### src/rtl/rw_runlen_resumption.sv
// Multi-tag resumption machine that run-length encodes a W-bit sample stream into {value, count} words.
// Optional REWIRE_HALT_EN: halts after LIMIT emitted runs and exposes __continue.
module rw_runlen_resumption #(
  parameter int unsigned W     = 2,
  parameter int unsigned CNT_W = 4,
  parameter int unsigned LIMIT = 4
) (
  input  logic             clk,
  input  logic             rst,
  input  logic [W-1:0]     __in0,
  input  logic             __in1,
  output logic [W-1:0]     __out0,
  output logic [CNT_W-1:0] __out1,
  output logic             __out2
`ifdef REWIRE_HALT_EN
  ,
  output logic             __continue
`endif
);

  typedef enum logic [1:0] {
    TAG_HALT    = 2'h0,
    TAG_INIT    = 2'h1,
    TAG_RUN     = 2'h2,
    TAG_ILLEGAL = 2'h3
  } tag_t;

  localparam logic [CNT_W-1:0] RUN_MAX = '1;
  localparam logic [CNT_W-1:0] RUN_ONE = CNT_W'(1);

  tag_t             __resumption_tag, tag_n;
  logic [W-1:0]     last, last_n;
  logic [CNT_W-1:0] run, run_n;
  logic             emit;

`ifdef REWIRE_HALT_EN
  localparam int unsigned EC_W = $clog2(LIMIT + 1);
  logic [EC_W-1:0] emit_cnt, emit_cnt_n;
  logic            halt_now;
`else
  // LIMIT has no effect when halting is compiled out.
  if (LIMIT == 0) begin : g_limit_unused
  end
`endif

  // Next-state function of {tag, last, run, __in0, __in1}.
  always_comb begin
    tag_n  = __resumption_tag;
    last_n = last;
    run_n  = run;
    emit   = 1'b0;
    case (__resumption_tag)
      TAG_INIT: begin
        last_n = __in0;
        run_n  = RUN_ONE;
        tag_n  = TAG_RUN;
      end
      TAG_RUN: begin
        if (__in1) begin
          emit  = 1'b1;
          tag_n = TAG_INIT;
        end else if (__in0 != last) begin
          emit   = 1'b1;
          last_n = __in0;
          run_n  = RUN_ONE;
        end else if (run == RUN_MAX) begin
          // Saturated run is emitted; the current sample opens the next run.
          emit  = 1'b1;
          run_n = RUN_ONE;
        end else begin
          run_n = run + RUN_ONE;
        end
      end
      TAG_HALT: begin
      end
      default: tag_n = TAG_INIT;
    endcase
`ifdef REWIRE_HALT_EN
    emit_cnt_n = emit ? emit_cnt + EC_W'(1) : emit_cnt;
    halt_now   = emit && (emit_cnt_n == EC_W'(LIMIT));
    if (halt_now) tag_n = TAG_HALT;
`endif
  end

  always_ff @(posedge clk or posedge rst) begin
    if (rst) begin
      __resumption_tag <= TAG_INIT;
      last             <= '0;
      run              <= '0;
      __out0           <= '0;
      __out1           <= '0;
      __out2           <= 1'b0;
    end else begin
      __resumption_tag <= tag_n;
      last             <= last_n;
      run              <= run_n;
      __out2           <= emit;
      if (emit) begin
        __out0 <= last;
        __out1 <= run;
      end
    end
  end

`ifdef REWIRE_HALT_EN
  // Emit counter and continue flag; the LIMIT-th emit drops __continue on the same edge.
  always_ff @(posedge clk or posedge rst) begin
    if (rst) begin
      emit_cnt   <= '0;
      __continue <= 1'b1;
    end else begin
      emit_cnt <= emit_cnt_n;
      if (halt_now) __continue <= 1'b0;
    end
  end
`endif

endmodule

### config.mk
export PLATFORM = sky130hd
export DESIGN_NAME = rw_runlen_resumption
export DESIGN_NICKNAME = d
export VERILOG_FILES = /design/src/rtl/rw_runlen_resumption.sv
export SDC_FILE = /design/constraint.sdc
export NUM_CORES = 1
export LEC_CHECK = 0
export CAP_MARGIN = 20
export CELL_PAD_IN_SITES_DETAIL_PLACEMENT = 2
export CELL_PAD_IN_SITES_GLOBAL_PLACEMENT = 2
export CORE_AREA = 2 2 48 50
export DETAILED_ROUTE_END_ITERATION = 6
export DIE_AREA = 0 0 50 52
export PLACE_DENSITY = 0.86
export SKIP_LAST_GASP = 1
export SYNTH_ARGS = -nofsm -noshare
export SYNTH_HDL_FRONTEND = slang
export SYNTH_SLANG_ARGS = --single-unit
export TNS_END_PERCENT = 100
### constraint.sdc
create_clock -name clk -period 5.19 [get_ports clk]
set_input_delay 1.038 -clock clk [delete_from_list [all_inputs] [get_ports clk]]
set_output_delay 1.038 -clock clk [all_outputs]
set_load 0.02 [all_outputs]
==> results.toml, run 1 <==
[status]
outcome = "finished, final reports clean"

[layout]
drive_gt1_share_pct = 16.7
final_util_pct = 41.8
n_antenna_cell = 0
finalNetCount = 79
syn2layout_area_growth_pct = 23.3
final_area_um2 = 881
final_cell_count_no_fill = 100

[logic_synthesis]
syn_area_per_cell_um2 = 12.3
yosys.area_share.adder_pct = 1.75
synth_seq_cells = 15
synth_top_family_by_area = "multiplexers"
synth-simple-area-share_pct = 16.3
synth_common_cells = "14 x dfrtp_1, 5 x mux2_4, 4 x nor2_1"
ys_warn_count = 0
synth_nets = 64
yosysTopAreaCell = "dfrtp_1"
syn_inst = 58
synth.top_cell.area_share_pct = 49.0
synth_compound_area_share_pct = 8.06
synth.most_common_cell = "dfrtp_1"
synth_mux_area_share_pct = 16.5
synth-xor-area-share_pct = 2.45
synth.cell_area_um2 = 714
synth-seq-area-share_pct = 52.7
synth.area.top_cells = "dfrtp_1 49%, mux2_4 11%, dfstp_2 3.7%"
synth_edf_count = 0
yosysUniqueCellTypes = 26
ys.flop_type = "dfrtp_1"
ys_async_sr_fraction_pct = 100

[worst_setup_path]
worstSetupPathType = "input pin to register"
cp-end-kind = "register"
arrival_ns = 2.56
cp-startpoint = "__in0[0]"
cp-start-kind = "input pin"
reg2reg_from = "run[0]"
worst-path-max-fanout = 7
critPathRequiredTime_ns = 5.37

[grt]
grtUsageMet3_pct = 2.01
grt_use_total_pct = 15.4
gr-total-overflow = 0
grt_max_degree = 16
first_global_vias = 605
antenna_found_initial = 0
use_met1_pct = 16.5
grt_pass1_wl_um = 2920
grtUsageMet2_pct = 29.2
grt_busiest_layer = "met2"

[route]
drtAntennaViolNets = 0
drtPass1Iterations = 2
vias_per_cell = 5.14
wire_per_inst_um = 17.0
post-route-drc-count = 0
drt_wl_total_um = 1700
drt_iter0_drc = 2
vias = 514

[floorplanning]
die-area_um2 = 2600
die_w_um = 50
rows = 17
initial_core_util_pct = 33.9
ios = 12
die_y_um = 52
core_um2 = 2110

[timing]
hold_viol = 0
fmax_ghz = 0.419
finalWorstPathRequiredPeriod_ns = 2.38
setup_violations = 0
rsz0062_at_grt = "false"
clock-skew-final_ns = 0.00258
slew-limit-headroom_pct = 57.6
fin_setup_tns_ns = 0
finalMaxSlewViolations = 0
period_share_pct = 45.9
tightest_slew_ns = 0.631

[placement]
hpwl_um = 1360
routabilityCongestion = 0.782
placedCellCount = 96
place_area_um2 = 855
io_buffers = 11

[clock_network]
tritoncts = "built"
cts_hold_buf = 0
cts_setup_buffers = 0
htreeDepth = 1
cts_made_buffers = 3
clock_sinks = 15
insertion_delay_ns = 0.29
clockRootBuffer = "clkbuf_4"
ctsResizeCount = 0
cts.clk_slew.worst_paths_ns = 0.09
clock_path_buffers = 2

[min_path]
hp-class = "register to register"
worstHoldStart = "__out1[0]"

[run]
cap_violations = 0

[power]
p_per_area_nw_per_um2 = 227
ir_drop_v = 0.0000920
p_leak_nw = 0.412
final timing paths:
kind                             end  slack [ns]  cells past startpoint
max                        __out0[1]        2.81                      5
min                        __out1[0]        0.52                      1
max reg2reg                __out0[1]        3.41                      5
min reg2reg                __out1[0]        0.52                      1
max in group asynchronous     run[2]        3.68                      2
min in group asynchronous  __out1[3]        1.12                      2
state kept, by name, summed over array words and instances, names as in the netlist:
register and cells:
__out0 2, run 4, last 2, __out1 4, __resumption_tag 2, __out2 1
cell families after synthesis:
kind of cell	Yosys count
and+or+nand+nor	18
DFF	15
AOI/OAI and AO/OA	9
muxes	9
buffers and inverters	4
xor gates and xnor gates	2
adders and majority gates	1
cells in the final DEF (no fill, tap or decap), drive strengths merged:
| cell type | count |
|---|---|
| dfrtp | 14 |
| clkdlybuf4s50 | 11 |
| mux2 | 7 |
| nor2 | 5 |
| clkbuf | 4 |
| o21ai | 3 |
| inv | 3 |
| nand2 | 3 |
| xor2 | 2 |
| mux2i | 2 |
| nor2b | 2 |
| a31oi | 2 |
| nand3 | 2 |
| and3 | 2 |
| nand2b | 1 |
| nor4 | 1 |
| nor3 | 1 |
| o32a | 1 |
| or3 | 1 |
| o31a | 1 |
| a21oi | 1 |
| o22ai | 1 |
| ha | 1 |
| dfstp | 1 |
worst max-delay path: stages:
cell,delay (ns)
clkdlybuf4s50_1,0.51
xor2_1,0.38
nor4_4,0.08
nor2_4,0.23
mux2_4,0.32
metrics by stage:
step	power (mW)	hold slack, ns	worst slack, ns
6_report	0.200	0.516	2.81
5_1_grt	0.208	0.549	2.65
4_1_cts	0.202	0.523	2.79
3_5_place_dp	0.133	0.497	2.49
3_3_place_gp	0.133	0.499	2.57
2_1_floorplan	0.127	0.473	3.15
routing by layer:
| metal | share of wire, % | routed length, µm | vias up |
|---|---|---|---|
| met4 | 2.6 | 45 | 0 |
| li1 | - | - | 235 |
| met3 | 2.8 | 47 | 5 |
| met5 | 0 | 0 | - |
| met2 | 52 | 887 | 12 |
| met1 | 42 | 724 | 262 |
area by class of cell:
class,count,area (µm²)
fillers,214,1220
flip-flops and latches,15,377
multi-input cells,39,322
repair buffers,11,110
well taps,28,35.0
clock buffers,4,26.3
inverters,3,11.3
power breakdown:
part,internal (mW),switching [mW]
Combinational,0.00523,0.00709
Sequential,0.118,0.000980
Clock,0.0299,0.0392
Power figures use the tool's default switching activity.
==> inputs of run 2 (changes only) <==
- CORE_AREA: 2 2 48 50 -> 2 2 52 54
- DIE_AREA: 0 0 50 52 -> 0 0 54 56
- PLACE_DENSITY: 0.86 -> 0.78
- clock period: 5.19 -> 2 ns (I/O delays scaled with it)
==> run 2 against run 1 <==
  * Global-route usage shrank 2.0 points
  * Critical path depth is the same
  * Sequential cell count is the same
  * Critical path type is now register to register
  * Register-to-register slack lost 3.2 ns
  * Non-clock buffer count grew 5
  * Count of clock-buffer cells in the layout shrank 1
  * First-iteration DRC count grew 50%
  * Largest power group unchanged
==> results.toml, run 2 (synthesis gave the netlist of run 1 again) <==
[timing]
tightest_slew_ns = 0.567
hold_viol = 0
setup_violations = 0
period_share_pct = 88.0
rsz0062_at_grt = "false"
finalWorstPathRequiredPeriod_ns = 1.76
fin_setup_tns_ns = 0
slew-limit-headroom_pct = 62.1
fmax_ghz = 0.568
clock-skew-final_ns = 0.00363
finalMaxSlewViolations = 0

[worst_setup_path]
crit_cells = 5
worst-path-max-fanout = 7
rr_worst_depth = 5
critPathRequiredTime_ns = 2.18
cp_cell_sequence = "ha_1 -> and3_4 -> nor4_4 -> nor2_4 -> mux2_4"
path_buf_inv = 0
worstSetupPathType = "register to register"
critPathMaxStageDelay_ns = 0.43
arrival_ns = 1.94
cp-start-kind = "register"
crit_slowest_cell = "dfrtp_1"
cp-end-kind = "register"
critical-path-top-delay-family = "simple AND/OR/NAND/NOR gates"

[route]
drt_iter0_drc = 3
drtAntennaViolNets = 0
post-route-drc-count = 0
wire_per_inst_um = 15.6
drt_wl_total_um = 1670
vias = 521
vias_per_cell = 4.87
drtPass1Iterations = 3

[power]
power.share.clock_pct = 34.5
p_int_mw = 0.397
p_leak_nw = 0.440
p_sw_share_pct = 24.3
ir_drop_v = 0.000327
p_comb_share_pct = 6.7
power_switching_mw = 0.127
p_per_area_nw_per_um2 = 568
seq_power_share_pct = 58.8

[grt]
grt_pass1_wl_um = 2910
gr-total-overflow = 0
antenna_found_initial = 0
first_global_vias = 569
grt_use_total_pct = 13.4
grt_max_degree = 16

[layout]
final_cell_count_no_fill = 107
finalNetCount = 84
final_common_cell = "dfrtp_1"
n_antenna_cell = 0
largest_registers = "__out1 (4), run (4)"
drive_gt1_share_pct = 23.4
syn2layout_area_growth_pct = 29.1
nFillCells = 266
mostFrequentLayoutCells = "14 x dfrtp_1, 11 x clkdlybuf4s50_1, 5 x mux2_4, 5 x buf_4, 4 x nor2_1"

[placement]
hpwl_um = 1350
placedCellCount = 103
io_buffers = 11
routabilityCongestion = 0.737

[floorplanning]
die_w_um = 54
die_y_um = 56
core_um2 = 2430
die-area_um2 = 3020
initial_core_util_pct = 29.4
ios = 12
rows = 18

[clock_network]
clock_sinks = 15
ctsResizeCount = 0
clockRootBuffer = "clkbuf_4"
htreeDepth = 1
cts_setup_buffers = 0
tritoncts = "built"
insertion_delay_ns = 0.29
cts_made_buffers = 3
clock_path_buffers = 2
cts.clk_slew.worst_paths_ns = 0.10
cts_hold_buf = 0

[status]
outcome = "finished, final reports clean"

[run]
cap_violations = 0

[min_path]
hp-class = "input pin to async pin"
## run 2: cell types whose count changed in the layout (fill, tap and decap cells not counted)
cell,delta
buf_4,+5
clkbuf_1,-1
clkinv_2,+1
## run 2: final timing paths
| check | slack [ns] | startpoint | endpoint |
|---|---|---|---|
| max reg2reg | 0.24 | run[1] | __out0[1] |
| min | 0.46 | rst | __out0[0] |
| min in group clk | 0.51 | run[3] | run[3] |
| max in group asynchronous | 1.16 | rst | __resumption_tag[0] |
| max | 0.24 | run[1] | __out0[1] |
| min reg2reg | 0.51 | run[3] | run[3] |
## run 2: routing by layer
layer | global-route usage [%] | vias to the layer above | part of all wire [%]
li1 | - | 241 | -
met1 | 18.0 | 266 | 44
met2 | 20.9 | 10 | 51
met3 | 0.806 | 4 | 2.4
met4 | 7.50 | 0 | 2.0
met5 | 0 | - | 0
## run 2: power groups by stage
stage	logic, mW	registers [mW]	clock network (mW)
2_1_floorplan	0.0151	0.314	0
3_3_place_gp	0.0349	0.314	0
3_5_place_dp	0.0364	0.314	0
4_1_cts	0.0363	0.308	0.194
5_1_grt	0.0384	0.309	0.208
6_report	0.0351	0.308	0.180
## run 2: stage by stage
step / total power [mW] / setup slack, ns / hold WS [ns] / area, µm² / utilization, %
3_5_place_dp: 0.350 / 0.00727 / 0.503 / 895 / 36.8
6_report: 0.524 / 0.240 / 0.457 / 922 / 37.9
2_1_floorplan: 0.329 / 0.359 / 0.301 / 714 / -
4_1_cts: 0.539 / 0.228 / 0.484 / 922 / 37.9
3_3_place_gp: 0.349 / 0.0573 / 0.496 / 895 / 36.8
5_1_grt: 0.555 / 0.157 / 0.510 / 922 / 37.9
## run 2: area by class of cell
type	instances	area (µm²)	share of cell area (%)
inverters	3	11.3	1.22
clock inverters	1	5.00	0.543
flip-flops and latches	15	377	40.8
well taps	30	37.5	4.07
clock buffers	3	22.5	2.44
multi-input cells	39	322	34.9
repair buffers	16	148	16.0
==> variant 1 (flow settings as in run 2) <==
Change the parameter `W` from 2 to 3.
--- a/src/rtl/rw_runlen_resumption.sv
+++ b/src/rtl/rw_runlen_resumption.sv
@@ -1,7 +1,7 @@
 // Multi-tag resumption machine that run-length encodes a W-bit sample stream into {value, count} words.
 // Optional REWIRE_HALT_EN: halts after LIMIT emitted runs and exposes __continue.
 module rw_runlen_resumption #(
-  parameter int unsigned W     = 2,
+  parameter int unsigned W     = 3,
   parameter int unsigned CNT_W = 4,
   parameter int unsigned LIMIT = 4
 ) (
Ports: changed (resized __in0 and __out0); port bits go from 12 to 14. No check against the original RTL was run, so the function may have changed too.
==> variant 1 against run 2 <==
Total power up 8.6%; setup slack improved by 0.061 ns; utilization grew 3.5 points; area after synthesis grew 14%; register-to-register slack better by 0.07 ns; sequential cell count grew 2; final area is 9.4% higher; routed wire length up 17%; critical path type is now input port to flip-flop; largest power group unchanged.
==> variant 1: results (changes against run 2) <==
- Outcome: completed
- Net total in the final layout: 93 (+11%)
- Final Routed Wirelength: 1946 µm (+17%)
- Leading post-synthesis cells by cell area: sky130_fd_sc_hd__dfrtp_1 (49%), sky130_fd_sc_hd__mux2_4 (9.2%), sky130_fd_sc_hd__mux2_1 (4.2%)
- Filler Cell Count: 256 (-3.8%)
- Clock H-tree levels: 1 (unchanged)
- Count of input and output buffers: 13 (+2)
- Crit path DAT: 1.88 ns (-0.06 ns)
- Ratio of routed vias to standard cells: 5.139 (+5.5%)
- Pin count of the biggest net entering global routing: 18 (+2)
- Path category of the worst min-delay check: input port to asynchronous set/reset pin
- Worst IR Drop VDD: 315.6 µV (-3.4%)
- Synthesized net count: 75 (+17%)
- Sequential element share of the synthesized area: 52.46% (-0.25 points)
- Netlist cell types: 25 (-3.8%)
- HPWL reported at the end of detailed placement: 1559 µm (+16%)
- Slew @ Worst Pin: 0.6574 ns (+0.09026 ns)
- Count of vias placed by the detailed router: 591 (+13%)
- Clock Skews: 0.008071 ns (+0.004444 ns)
- Wire length of the first global-routing pass: 3381 µm (+16%)
- Most numerous cell types in the synthesized netlist: sky130_fd_sc_hd__dfrtp_1 (16), sky130_fd_sc_hd__nand2_1 (7), sky130_fd_sc_hd__mux2_4 (5)
- Per-instance average area after synthesis: 11.96 µm² (-2.9%)
- DP Area: 982.2 µm² (+9.8%)
- Number of global-route vias before repair: 669 (+18%)
- Final RePlAce weighted congestion: 0.7452 (+1.2%)
- Logic gate share of total power: 5.4% (-1.3 points)
- Count of synthesis-stage warnings from yosys: 0 (unchanged)
- Int Power: 0.4374 mW (+10%)
- Fraction of layout cells with a size suffix above 1: 15.29% (-8.1 points)
- Placed cells: 111 (+7.8%)
- Tot GR Track Use: 15.87% (+2.4 points)
- Static Leakage: 0.4563 nW (+3.8%)
- Pre-CTS setup slack: -0.02827 ns (-0.03554 ns)
variant 1: final cells by class:
type | instances | area, µm² | share of cell area [%]
Sequential cell | 17 | 426.7 | 42.31
Multi-Input combinational cell | 47 | 361.6 | 35.86
Timing Repair Buffer | 16 | 152.6 | 15.14
Tap cell | 30 | 37.54 | 3.722
Clock buffer | 4 | 26.28 | 2.605
Inverter | 1 | 3.754 | 0.3722
variant 1: power by group through the flow:
stage	combinational, mW	sequential, mW	clock, mW
finish	0.0310	0.348	0.190
detailed placement	0.0318	0.354	0
global placement	0.0309	0.354	0
CTS	0.0318	0.348	0.199
floorplan	0.0164	0.353	0
global route	0.0347	0.348	0.207
variant 1: worst max-delay path, cell delays in order:
cell and delay [ns]:
sky130_fd_sc_hd__clkdlybuf4s50_1 0.44, sky130_fd_sc_hd__xnor2_1 0.17, sky130_fd_sc_hd__and4b_1 0.24, sky130_fd_sc_hd__a21boi_4 0.30, sky130_fd_sc_hd__mux2_4 0.33
variant 1: cell families after synthesis:
family	share of synthesized area, %
simple gates	13.08
fa+ha+maj	1.538
mux	13.38
xor+xnor	3.231
buf+inv	3.076
compound gates	13.23
flops	52.46
variant 1: final timing paths:
path	endpoint	startpoint	cells after the start	slack, ns
max	__out0[1]	__in0[2]	5	0.30
min	run[0]	rst	2	0.48
max reg2reg	__out0[1]	run[1]	4	0.31
min reg2reg	__out1[3]	__out1[3]	1	0.50
max in group asynchronous	__resumption_tag[1]	rst	2	1.09
min in group clk	__out1[3]	__out1[3]	1	0.50
variant 1: per-layer routing:
layer	share of wire [%]	wire length (µm)	vias to the layer above	GRT usage, %
met5	0	0	-	0
met4	2.9	57	0	9.643
met3	1.9	37	5	1.613
met2	50	979	10	24.91
met1	45	871	298	20.23
li1	-	-	278	-
==> variant 2 (settings of run 2) <==
Made on the original files. Add an input register stage for `__in0` and `__in1`, with the module's reset; this delays them by one clock.
--- a/src/rtl/rw_runlen_resumption.sv
+++ b/src/rtl/rw_runlen_resumption.sv
@@ -28,6 +28,19 @@
   localparam logic [CNT_W-1:0] RUN_MAX = '1;
   localparam logic [CNT_W-1:0] RUN_ONE = CNT_W'(1);
 
+  logic [W-1:0] __in0_q;
+  logic __in1_q;
+
+  always_ff @(posedge clk or posedge rst) begin
+    if (rst) begin
+      __in0_q <= '0;
+      __in1_q <= '0;
+    end else begin
+      __in0_q <= __in0;
+      __in1_q <= __in1;
+    end
+  end
+
   tag_t             __resumption_tag, tag_n;
   logic [W-1:0]     last, last_n;
   logic [CNT_W-1:0] run, run_n;
@@ -51,17 +64,17 @@
     emit   = 1'b0;
     case (__resumption_tag)
       TAG_INIT: begin
-        last_n = __in0;
+        last_n = __in0_q;
         run_n  = RUN_ONE;
         tag_n  = TAG_RUN;
       end
       TAG_RUN: begin
-        if (__in1) begin
+        if (__in1_q) begin
           emit  = 1'b1;
           tag_n = TAG_INIT;
-        end else if (__in0 != last) begin
+        end else if (__in0_q != last) begin
           emit   = 1'b1;
-          last_n = __in0;
+          last_n = __in0_q;
           run_n  = RUN_ONE;
         end else if (run == RUN_MAX) begin
           // Saturated run is emitted; the current sample opens the next run.
Function: changed (Yosys sat finds a counterexample within 4 cycles, from zero or initial values and one cycle with rst high).
==> variant 2 against run 2 <==
Combinational power fell by 37%; sequential power up 20%; critical endpoint unchanged; final area rose by 5.6%; setup slack lost 0.052 ns; highest routed layer unchanged; first-iteration DRC count fell by 33%; total power increased by 18%; clock power up 25%; count of clock-buffer cells in the layout rose by 1; clock skew grew 0.0032 ns; area after synthesis is 7.4% higher; routed wire length fell by 7.1%; sequential cell count rose by 3.
==> variant 2: results (changes against run 2) <==
- DRT Pass-1 Iters: 4 (+1)
- Violation count after the first detailed-routing iteration: 2 (-1)
- Ratio of routed vias to standard cells: 4.903 (+0.69%)
- Critical Path Start: run[0]
- Min Hold Slack: 0.4162 ns (-0.04121 ns)
- Final RePlAce weighted congestion: 0.7546 (+2.4%)
- Synthesized instance count: 55 (-5.2%)
- Filler Cell Count: 255 (-4.1%)
- Worst IR Drop VDD: 306.7 µV (-6.1%)
- HPWL reported at the end of detailed placement: 1169 µm (-13%)
- Crit path DAT: 2.00 ns (+0.06 ns)
- Outcome: completed
- Clock Skews: 0.006793 ns (+0.003167 ns)
- DP Area: 937.1 µm² (+4.8%)
- Net total in the final layout: 80 (-4.8%)
- Netlist cell types: 25 (-3.8%)
- R2R Path Start: run[0]
- Sequential element share of the synthesized area: 58.89% (+6.2 points)
- Number of global-route vias before repair: 582 (+2.3%)
- Pin count of the biggest net entering global routing: 19 (+3)
- Leading post-synthesis cells by cell area: sky130_fd_sc_hd__dfrtp_1 (55%), sky130_fd_sc_hd__mux2_2 (12%), sky130_fd_sc_hd__o41ai_4 (3.6%)
- Tot GR Track Use: 13.13% (-0.32 points)
- Final Routed Wirelength: 1549 µm (-7.1%)
- Wire length of the first global-routing pass: 2780 µm (-4.5%)
- Most numerous cell types in the synthesized netlist: sky130_fd_sc_hd__dfrtp_1 (17), sky130_fd_sc_hd__mux2_2 (8), sky130_fd_sc_hd__inv_1 (6)
- Slew @ Worst Pin: 0.5157 ns (-0.05141 ns)
- Static Leakage: 0.4586 nW (+4.3%)
-- variant 2: changes by cell type after synthesis, sizes merged, moves of 2 or more --
cell / delta
nand2: -2
nor2: -5
o41ai: +2
mux2i: -2
o21ai: -2
a31oi: -2
mux2: +2
dfrtp: +3
or3b: +2
inv: +3
-- variant 2: worst min path at each step --
stage / startpoint / to / depth (start not counted)
global placement: __out1[3] / __out1[3] / 1
floorplan: rst / __in0_q[0] / 1
finish: rst / run[0] / 3
detailed placement: __out0[0] / __out0[0] / 1
global route: rst / run[0] / 3
CTS: rst / __out1[0] / 3
-- variant 2: where the power goes --
part / switching (mW) / internal [mW]
combinational: 0.0126 / 0.00937
sequential: 0.00362 / 0.367
clock: 0.114 / 0.111
-- variant 2: logic make-up (layout without fill, tap and decap cells) --
group / after synthesis / in the layout / synth area share (%)
compound gates: 9 / 9 / 11.91
fa+ha+maj: 1 / 1 / 1.631
buf+inv: 6 / 24 / 2.936
flops: 18 / 18 / 58.89
xor+xnor: 3 / 3 / 3.426
mux: 9 / 9 / 13.70
simple gates: 9 / 9 / 7.503
-- variant 2: final cells by class --
class,count,area (µm²),share of cell area [%]
Clock buffer,4,36.28,3.728
Inverter,6,22.52,2.314
Multi-Input combinational cell,31,292.8,30.08
Tap cell,30,37.54,3.856
Sequential cell,18,451.7,46.40
Timing Repair Buffer,14,132.6,13.62
-- variant 2: routing by layer --
metal / track usage, % / wire, µm / share of wire, % / up-vias
met5: 0 / 0 / 0 / -
met4: 9.643 / 48 / 3.1 / 0
met3: 2.419 / 49 / 3.2 / 4
met2: 19.34 / 769 / 50 / 12
met1: 16.55 / 682 / 44 / 252
li1: - / - / - / 237
-- variant 2: critical path, cell delays in order, from the launching register on --
cell and delay, ns:
sky130_fd_sc_hd__dfrtp_1 0.45, sky130_fd_sc_hd__ha_1 0.25, sky130_fd_sc_hd__and3_1 0.23, sky130_fd_sc_hd__o41ai_4 0.21, sky130_fd_sc_hd__buf_4 0.22, sky130_fd_sc_hd__mux2_2 0.35
-- variant 2: per-stage QoR --
| step | total power [mW] | setup WS (ns) |
|---|---|---|
| floorplan | 0.3867 | 0.3155 |
| global placement | 0.3998 | 0.2768 |
| detailed placement | 0.4010 | 0.1988 |
| CTS | 0.6303 | 0.1689 |
| global route | 0.6544 | 0.09915 |
| finish | 0.6173 | 0.1883 |
